==> config.mk <==
export PLATFORM = sky130hd
export DESIGN_NAME = instruction_decoder_pipe
export DESIGN_NICKNAME = d
export VERILOG_FILES = /design/src/rtl/instruction_decoder_pipe.sv
export SDC_FILE = /design/constraint.sdc
export NUM_CORES = 1
export LEC_CHECK = 0
export CORE_MARGIN = 2
export CORE_UTILIZATION = 45
export CTS_BUF_LIST = sky130_fd_sc_hd__clkbuf_2 sky130_fd_sc_hd__clkbuf_4 sky130_fd_sc_hd__clkbuf_8
export CTS_CLUSTER_SIZE = 10
export DETAILED_ROUTE_END_ITERATION = 10
export PLACE_DENSITY = 0.93
export RECOVER_POWER = 50
export SLEW_MARGIN = 40
export SYNTH_ARGS = -nofsm -noshare
export SYNTH_HDL_FRONTEND = slang
export SYNTH_SLANG_ARGS = --single-unit
export TNS_END_PERCENT = 20
==> constraint.sdc <==
create_clock -name clock -period 2.05 [get_ports clock]
set_input_delay 0.41 -clock clock [delete_from_list [all_inputs] [get_ports clock]]
set_output_delay 0.41 -clock clock [all_outputs]
set_load 0.02 [all_outputs]
==> src/rtl/instruction_decoder_pipe.sv <==
// Splits instruction words into opcode/register/flag/immediate fields and buffers them in a DEPTH-entry FIFO.
// Latency: a word pushed into an empty FIFO is presented on the outputs the following cycle; throughput one per cycle.
// Backpressure: in_ready drops only when the FIFO is full (never from out_ready); enable=0 freezes both sides.
// Optional feature: define INSTR_DECODER_ILLEGAL_CHECK_EN to flag opcodes absent from LEGAL_MASK and count them.
module instruction_decoder_pipe #(
    parameter int OPC_W = 4,
    parameter int REG_W = 3,
    parameter int IMM_W = 8,
    parameter int DEPTH = 2,
    parameter logic [2**OPC_W-1:0] LEGAL_MASK = {2**OPC_W{1'b1}},
    localparam int IW    = OPC_W + REG_W + 1 + IMM_W,
    localparam int OCC_W = $clog2(DEPTH) + 1
) (
    input  logic             clock,
    input  logic             reset,
    input  logic             enable,
    input  logic             in_valid,
    output logic             in_ready,
    input  logic [IW-1:0]    instruct,
    output logic             out_valid,
    input  logic             out_ready,
    output logic [OPC_W-1:0] opcode,
    output logic [REG_W-1:0] rDadrs,
    output logic             flag,
    output logic [REG_W-1:0] rAadrs,
    output logic [REG_W-1:0] rBadrs,
    output logic [IMM_W-1:0] imm,
    output logic             illegal,
    output logic [15:0]      err_count,
    output logic [OCC_W-1:0] occupancy
);

    localparam int PTR_W = $clog2(DEPTH);
    localparam logic [OCC_W-1:0] FULL_OCC = OCC_W'(DEPTH);

    // rA/rB overlap the immediate bits, so only the immediate is stored and
    // the two source addresses are re-sliced from it at the head.
    typedef struct packed {
        logic [OPC_W-1:0] opcode;
        logic [REG_W-1:0] rd;
        logic             flag;
        logic [IMM_W-1:0] imm;
`ifdef INSTR_DECODER_ILLEGAL_CHECK_EN
        logic             illegal;
`endif
    } entry_t;

    entry_t            mem [DEPTH];
    entry_t            push_entry;
    entry_t            head;
    logic [PTR_W-1:0]  wr_ptr;
    logic [PTR_W-1:0]  rd_ptr;
    logic [OCC_W-1:0]  occ;
    logic              push;
    logic              pop;

    // Handshakes: ready depends only on local state, never on out_ready.
    assign in_ready  = enable && !reset && (occ != FULL_OCC);
    assign out_valid = enable && !reset && (occ != '0);
    assign push      = in_valid && in_ready;
    assign pop       = out_valid && out_ready;
    assign occupancy = occ;
    assign head      = mem[rd_ptr];

    // Decode the incoming word into its stored fields.
    always_comb begin
        push_entry        = '0;
        push_entry.opcode = instruct[IW-1 -: OPC_W];
        push_entry.rd     = instruct[IMM_W+REG_W -: REG_W];
        push_entry.flag   = instruct[IMM_W];
        push_entry.imm    = instruct[IMM_W-1:0];
`ifdef INSTR_DECODER_ILLEGAL_CHECK_EN
        push_entry.illegal = !LEGAL_MASK[instruct[IW-1 -: OPC_W]];
`endif
    end

    // Entry storage; contents need no reset because outputs are masked by out_valid.
    always_ff @(posedge clock) begin
        if (push) begin
            mem[wr_ptr] <= push_entry;
        end
    end

    // Read/write pointers wrap naturally since DEPTH is a power of two.
    always_ff @(posedge clock) begin
        if (reset) begin
            wr_ptr <= '0;
            rd_ptr <= '0;
        end else begin
            if (push) begin
                wr_ptr <= wr_ptr + PTR_W'(1);
            end
            if (pop) begin
                rd_ptr <= rd_ptr + PTR_W'(1);
            end
        end
    end

    // Occupancy tracks push/pop; simultaneous push and pop leave it unchanged.
    always_ff @(posedge clock) begin
        if (reset) begin
            occ <= '0;
        end else begin
            case ({push, pop})
                2'b10:   occ <= occ + OCC_W'(1);
                2'b01:   occ <= occ - OCC_W'(1);
                default: occ <= occ;
            endcase
        end
    end

`ifdef INSTR_DECODER_ILLEGAL_CHECK_EN
    logic [15:0] err_q;

    // Count accepted illegal opcodes, sticking at all-ones.
    always_ff @(posedge clock) begin
        if (reset) begin
            err_q <= '0;
        end else if (push && push_entry.illegal && (err_q != 16'hFFFF)) begin
            err_q <= err_q + 16'd1;
        end
    end

    assign err_count = err_q;
    assign illegal   = out_valid && head.illegal;
`else
    // Without the check the mask has no effect; fold it into a dead net.
    logic unused_legal_mask;
    assign unused_legal_mask = ^LEGAL_MASK;
    assign err_count         = 16'h0000;
    assign illegal           = 1'b0;
`endif

    // Present the head entry, zeroed whenever nothing is being offered.
    always_comb begin
        opcode = '0;
        rDadrs = '0;
        flag   = 1'b0;
        rAadrs = '0;
        rBadrs = '0;
        imm    = '0;
        if (out_valid) begin
            opcode = head.opcode;
            rDadrs = head.rd;
            flag   = head.flag;
            rAadrs = head.imm[IMM_W-1 -: REG_W];
            rBadrs = head.imm[IMM_W-1-REG_W -: REG_W];
            imm    = head.imm;
        end
    end

endmodule

==> flow_results.org, run 1 <==
** Status
- The flow ran to the end, and the final reports show no timing, DRC or antenna violations.

** Place
- Summed over all nets, the half-perimeter wirelength after detailed placement is 2210 um.
- Prior to clock tree synthesis, the placed netlist has a worst setup slack of -0.635 ns.
- Including well taps, the total number of placed cells is 213.
- Total cell area at the placement stage :: 2100 sq um
- Number of buffers added on ports :: 46
- At the end of routability-driven placement, the weighted congestion stood at 0.721.

** Final layout
- Final cell area excluding filler cells :: 2150 sq um
- Synthesis-to-finish area growth :: 32.1%
- Net count of the finished layout :: 201
- For this run, the number of standard cells in the final layout without fillers is 226.
- Number of antenna repair diodes :: 0
- Share of cells above drive strength 1 :: 30.0%

** Synthesis
- Of all flip-flops after synthesis, the portion carrying an async set or reset was 0%.
- Yosys warning count :: 0
- Number of flops mapped to enable cells by yosys :: 32
- Seq cells post-synth :: 37
- Mean instance size in the synthesized netlist :: 13.4 sq um
- For this run, the leading register cell type out of synthesis is edfxtp_1.
- Most used standard cell by instance count after synthesis :: edfxtp_1
- In the post-synthesis netlist, the biggest area contributors are edfxtp_1, buf_4, mux2i_1.
- Commonest cells in the netlist :: edfxtp_1, buf_4, nor2_1
- Synth area leader :: edfxtp_1
- Counting every instance in the synthesized netlist gives 121.
- Yosys mapped the design onto 20 distinct sky130hd cell types.
- Area share of the leading cell type in the synthesized netlist :: 59.1%
- Summing the sequential cell areas from Yosys gives 65.3% of the chip area.
- Summing every instance area after synthesis gives 1630 sq um.

** GRT
- Entering global routing, the biggest net connects 17 pins.
- Tot GR Track Use :: 17.6%
- The initial antenna violation count is 0.
- Number of global-route vias before repair :: 1,139
- The first global-routing pass estimated 5260 um of wire.
- Overflow left after global routing :: 0

** Clock tree
- Clock Pin Slew Worst Setup and Hold Paths :: 0.11 ns
- In this run, post-CTS hold repair placed 0 buffers.
- TritonCTS sink count :: 37
- TritonCTS clock tree :: built
- Htree depth :: 2
- Cell at the root of the clock tree :: clkbuf_4
- Skew-Pair Late Insertion Delay :: 0.32 ns
- The number of clock buffers added by TritonCTS is 5.
- CTS Buffer Depth :: 2

** Floorplanning
- The floorplan step set the die width to 64.1 um.
- Starting density of the core :: 47.6%
- Overall die area :: 4110 sq um
- Core area :: 3420 sq um
- In this run the core area contains 21 standard-cell rows.
- The die is 64.1 um tall.
- I/O pins :: 64

** Timing
- Setup repair after global routing left no endpoint under its margin.
- Setup Viol. Count Final :: 0
- Time the final worst path needs with I/O delays and setup :: 1.94 ns
- Post-route worst hold slack :: 0.497 ns
- Derived from the worst setup path, the maximum achievable clock frequency is 516 MHz.
- The count of endpoints failing hold in the final timing report was 0.
- Worst setup margin :: 0.113 ns
- Across the routed clock network, the largest skew measured is 0.0112 ns.
- The final critical path takes up 94.5% of the cycle.
- The number of pins with negative max-slew slack in the final report was 0.

** Detailed routing
- The first TritonRoute pass finished after 4 iterations.
- Total number of vias :: 1,090
- For this block, the initial DRC count from the detailed router was 28.
- Remaining design rule violation count :: 0
- Dividing the detail-routed via count by the number of cells gives 4.82.
- The count of nets left with antenna violations once routing finished came out at 0.
- After detailed routing, the average wire length per cell comes to 14.6 um.
- For this block, the routed nets add up to 3300 um of wire.

** Worst hold path
- Worst hold path class :: in -> reg

** Power
- Summing internal, switching and leakage power gives 1.39 mW.
- For this design the ratio of total power to cell area is 645 nW/um^2.
- The analysis attributes to cell leakage a power of 0.873 nW.
- Worst vdd ir :: 0.000475 V

** Critical path
- For the worst setup path, the data required time is 1.64 ns.
- Worst setup EP type :: output port
- Data arrives at the worst endpoint at 1.53 ns.
- In this run the worst path has a maximum fanout of 5.
- The worst setup path is launched from a flip-flop.
- Register-to-Register Setup Slack :: 0.16 ns
- The worst setup path is of the reg -> out kind.

** Job
- Max-cap violations in this run came to 0.
[report_power, final]
part / leakage [nW] / internal (mW) / switching [mW]
sequential: 0.333 / 0.834 / 0.0127
combinational: 0.505 / 0.0719 / 0.0983
clock: 0.0354 / 0.144 / 0.224
total: 0.873 / 1.05 / 0.335
[placed cells by master, fill, tap and decap left out, types with 2 or more instances in the layout]
cell	instances
nor2b_1	2
conb_1	17
dfxtp_1	3
dlymetal6s2s_1	3
dlygate4sd3_1	16
clkbuf_4	6
clkinv_2	2
buf_4	12
edfxtp_1	32
a21oi_1	2
mux2i_1	16
nor2_2	4
nor2_1	17
dfxtp_4	2
o21ai_4	4
o21ai_0	2
or3_1	2
buf_2	21
inv_1	2
clkdlybuf4s50_1	3
xor2_1	2
[repair_timing]
| action | CTS | global route |
|---|---|---|
| gates resized for setup | 109 | 4 |
| endpoints found under the setup margin | 25 | 27 |
| gates cloned | 3 | 0 |
| buffers inserted | 2 | 0 |
[stage by stage]
stage               TNS [ns]  util (%)
global placement      -13.09      61.5
CTS                        0      63.0
floorplan                  0         -
finish                     0      62.9
detailed placement    -14.73      61.5
global route               0      62.9
[per-layer routing]
layer  up-vias  global-route usage, %  part of all wire, %
met1       520                   19.6                   39
li1        503                      -                    -
met2        63                   31.4                   53
met4         0                   6.91                  1.0
met3         4                   5.46                  7.4
met5         -                      0                    0
[critical path, cell delays in order, from the launching register on]
cell and delay (ns):
dfxtp_4 0.45, buf_4 0.16, clkdlybuf4s50_1 0.60
[state kept, by name (all words and copies together), names as in the netlist, named ones only]
register,flops
occupancy,2
mem,32
wr_ptr,1
rd_ptr,1
[worst paths after layout]
path	from	end	depth (start not counted)
hold / removal	enable	wr_ptr	4
setup / recovery	occupancy[1]	occupancy[1]	2
setup reg to reg	occupancy[1]	occupancy[1]	6
hold reg to reg	rd_ptr	rd_ptr	2
[kinds of logic (layout without fill, tap and decap cells)]
kind of cell | count (synthesis) | in the layout | synth area share, %
AO/OA/AOI/OAI | 6 | 9 | 2.23
XOR/XNOR | 3 | 3 | 1.62
other | 1 | 17 | 0.231
flip-flops | 37 | 37 | 65.3
buffers and inverters | 28 | 68 | 12.2
AND/OR/NAND/NOR | 29 | 29 | 7.85
adder cells (fa/ha/maj) | 1 | 1 | 0.770
multiplexers | 16 | 16 | 9.85
[layout make-up]
type,instances,area (sq um)
clock buffer,6,45.0
clock inverter,2,10.0
fill,271,1270
inverter,2,7.51
multi-input combinational,75,500
sequential,37,1070
tap,46,57.6
timing repair buffer,58,458
Note: power is estimated with default switching activity, not from simulation.
==> inputs of run 2 (changes only) <==
--- a/config.mk
+++ b/config.mk
@@ -12,6 +12,7 @@
 export DETAILED_ROUTE_END_ITERATION = 10
 export PLACE_DENSITY = 0.93
 export RECOVER_POWER = 50
+export REMOVE_ABC_BUFFERS = 1
 export SLEW_MARGIN = 40
 export SYNTH_ARGS = -nofsm -noshare
 export SYNTH_HDL_FRONTEND = slang
==> constraint.sdc (replaced) <==
create_clock -name clock -period 2.05 [get_ports clock]
set_input_delay 0.3075 -clock clock [delete_from_list [all_inputs] [get_ports clock]]
set_output_delay 0.3075 -clock clock [all_outputs]
set_load 0.02 [all_outputs]
==> flow_results.org, run 2 (same netlist as run 1, synthesis figures left out) <==
** Detailed routing
- Initial DRC Count :: 21 (-25%)
- The aggregate routed wire length is 2900 um (-12%).
- Total number of vias :: 1,024 (-6.1%)
- The length of the first detailed-routing pass in iterations was 4 (unchanged).
- Final antenna-violating net count :: 0 (unchanged)
- Post-detailed-route via-to-cell ratio :: 4.61 (-4.4%)
- The routed length per instance was 13.1 um (-11%).
- Remaining design rule violation count :: 0 (unchanged)

** Floorplanning
- Starting density of the core :: 47.6% (unchanged)
- I/O pins :: 64 (unchanged)
- The horizontal extent of the die came to 64.1 um (unchanged).
- The y dimension of the die was 64.1 um (unchanged).
- Core area :: 3420 sq um (unchanged)
- Overall die area :: 4110 sq um (unchanged)
- Number of placement rows :: 21 (unchanged)

** Place
- Number of instances in the placed design :: 214 (+0.47%)
- The weighted congestion at the end of routability-driven global placement was 0.643 (-11%).
- The count of input and output buffers came to 46 (unchanged).
- The placement-stage worst setup slack came to -0.489 ns (+0.146 ns).
- Total cell area at the placement stage :: 2110 sq um (+0.36%)

** Critical path
- Library cell contributing the largest single delay on the critical path :: clkdlybuf4s50_1
- In this run the critical register-to-register path is launched from occupancy[1].
- Startpoint-to-endpoint class of the critical path :: in -> out
- The signal on the critical path passes through clkdlybuf4s50_1 > nor2b_4 > o21ai_4 > nor2_1 > dlygate4sd2_1.
- The data arrival time at the worst-slack endpoint came to 1.73 ns (+0.20 ns).
- Register-to-Register Setup Slack :: 0.23 ns (+0.07 ns)
- The worst setup path is captured at an output port.
- Critical Path Source :: enable
- Worst reg-to-reg path cell count :: 6 (unchanged)
- The peak fanout along the critical path was 18 (+13).
- The largest stage delay on the critical path was 0.51 ns (-0.09 ns).
- Capturing point of the worst reg2reg path :: occupancy[1]
- Required arrival time at the worst endpoint :: 1.74 ns (+0.10 ns)
- The most critical setup path has its endpoint at imm[6].
- Worst setup SP type :: primary input

** Final layout
- Leaving out fill and tap cells, the most frequent cells in the layout are edfxtp_1, nor2_1, conb_1.
- The final standard cell count with taps included and fillers excluded came to 222 (-1.8%).
- The number of flip-flops in the largest register came to 32 (unchanged).
- More flip-flops sit in one register than any other, and that register is mem.
- Most common cell after layout, fill and taps aside :: edfxtp_1
- Share of cells above drive strength 1 :: 21.0% (-9.0 points)
- The net count reported at finish is 197 (-2.0%).
- From synthesis to final layout, the design area changed by 31.2%.
- The antenna diode instance count was 0 (unchanged).
- Post-layout util :: 62.4% (-0.44 points)
- Final cell area excluding filler cells :: 2130 sq um (-0.70%)

** Timing
- The count of final setup violators came to 0 (unchanged).
- The worst slack on hold paths was 0.537 ns (+0.0398 ns).
- Total count of max-transition violations in the final report :: 0 (unchanged)
- The shortest clock period the worst path allows after layout was 2.04 ns (+0.0994 ns).
- Highest achievable clock rate :: 491 MHz (-4.9%)
- The setup clock skew after layout is 0.00772 ns (-0.00352 ns).
- Number of hold-slack violations in the final timing report :: 0 (unchanged)
- Worst setup margin :: 0.0140 ns (-0.0994 ns)
- Setup repair after global routing could not meet its margin everywhere.
- Fin crit share :: 99.3% (+4.8 points)
- The summed negative setup slack over all endpoints came to 0 ns (unchanged).

** Power
- Design Power :: 1.53 mW (+10%)
- The net switching fraction of the power came to 21.2% (-3.0 points).
- The fraction of power consumed by the clock network was 34.6% (+8.0 points).
- Worst vdd ir :: 0.000593 V (+25%)
- The internal power summed over all cells is 1.21 mW (+15%).
- Comb pwr share :: 10.4% (-1.9 points)
- The static leakage came to 0.836 nW (-4.3%).
- Power share of the sequential group :: 55.1% (-6.0 points)
- The total power per unit cell area was 718 nW/um^2 (+11%).
- The power dissipated by switching net loads was 0.324 mW (-3.4%).

** Clock tree
- TritonCTS sink count :: 37 (unchanged)
- The number of buffers inserted during clock tree synthesis was 5 (unchanged).
- Clock Pin Slew Worst Setup and Hold Paths :: 0.10 ns (about the same)
- TritonCTS clock tree :: built
- Htree depth :: 2 (unchanged)
- Skew-Pair Late Insertion Delay :: 0.34 ns (+0.02 ns)
- The tree is rooted in a clkbuf_4.
- The number of buffers between clock root and the deepest sink was 2 (unchanged).
- The number of hold buffers added after CTS is 0 (unchanged).

** GRT
- The final global-route overflow total is 0 (unchanged).
- The global-route wire length before repair is 4590 um (-13%).
- The initial antenna violation count came to 0 (unchanged).
- The number of global-route vias before repair is 1,035 (-9.1%).
- Tot GR Track Use :: 15.2% (-2.4 points)
- The maximum number of pins on one net before global-route repair was 19 (+2).

** Worst hold path
- Worst hold path class :: reg -> reg
- Worst Hold Path Cells :: 2 (-2)

** Status
- The run finished with clean final reports.

** Job
- The number of violations of the max-capacitance limit is 0 (unchanged).
[run 2: cell types whose count changed in the layout (fill, tap and decap cells not counted), moves of 4 or more]
cell / before / now
buf_4: 12 / 8
nor2_1: 17 / 21
clkbuf_2: 1 / 15
dlygate4sd2_1: 0 / 6
buf_2: 21 / 0
nor2_2: 4 / 0
[run 2: how the worst min path moves through the flow]
stage / startpoint / endpoint / slack [ns]
detailed placement: rd_ptr / flip-flop / 0.49
finish: rd_ptr / flip-flop / 0.54
floorplan: reset / occupancy[1] / 0.38
CTS: instruct[14] / mem[0][14] / 0.52
global placement: wr_ptr / wr_ptr / 0.48
global route: rd_ptr / rd_ptr / 0.56
[run 2: power by group through the flow]
stage / clock network, mW / logic, mW / registers, mW
final: 0.529 / 0.159 / 0.843
after global routing: 0.573 / 0.171 / 0.845
after floorplan: 0 / 0.0733 / 0.866
after detailed placement: 0 / 0.170 / 0.859
after global placement: 0 / 0.164 / 0.857
after CTS: 0.548 / 0.167 / 0.842
[run 2: routing by layer]
layer  share of wire (%)  vias to the layer above  global-route usage [%]
met5                   0                        -                       0
met4                 3.1                        0                    9.04
met3                 7.4                       10                    3.52
met2                  50                       57                    26.3
met1                  39                      468                    17.0
li1                    -                      489                       -
[run 2: worst max-delay path, delay by kind of cell]
family,cells,cell delay (ns)
AND/OR/NAND/NOR,2,0.39
buffers and inverters,2,0.86
AO/OA/AOI/OAI,1,0.17
[run 2: final cells by class]
type	instances	area [sq um]
fill	281	1280
sequential	37	1060
timing repair buffer	57	475
multi-input combinational	72	442
clock buffer	7	58.8
tap	46	57.6
clock inverter	1	30.0
inverter	2	7.51
[run 2: timing repair]
action	CTS	global route
setup buffers	0	0
endpoints found under the setup margin	24	20
gates cloned	0	0
pin swaps	0	0
resized for setup	33	29
==> inputs of run 3 (changes only) <==
--- a/config.mk
+++ b/config.mk
@@ -11,7 +11,7 @@
 export CTS_CLUSTER_SIZE = 10
 export DETAILED_ROUTE_END_ITERATION = 10
 export PLACE_DENSITY = 0.93
-export RECOVER_POWER = 50
+export RECOVER_POWER = 100
 export REMOVE_ABC_BUFFERS = 1
 export SLEW_MARGIN = 40
 export SYNTH_ARGS = -nofsm -noshare
==> results of run 3 <==
Final layout, timing and power as in run 2 (identical DEF).
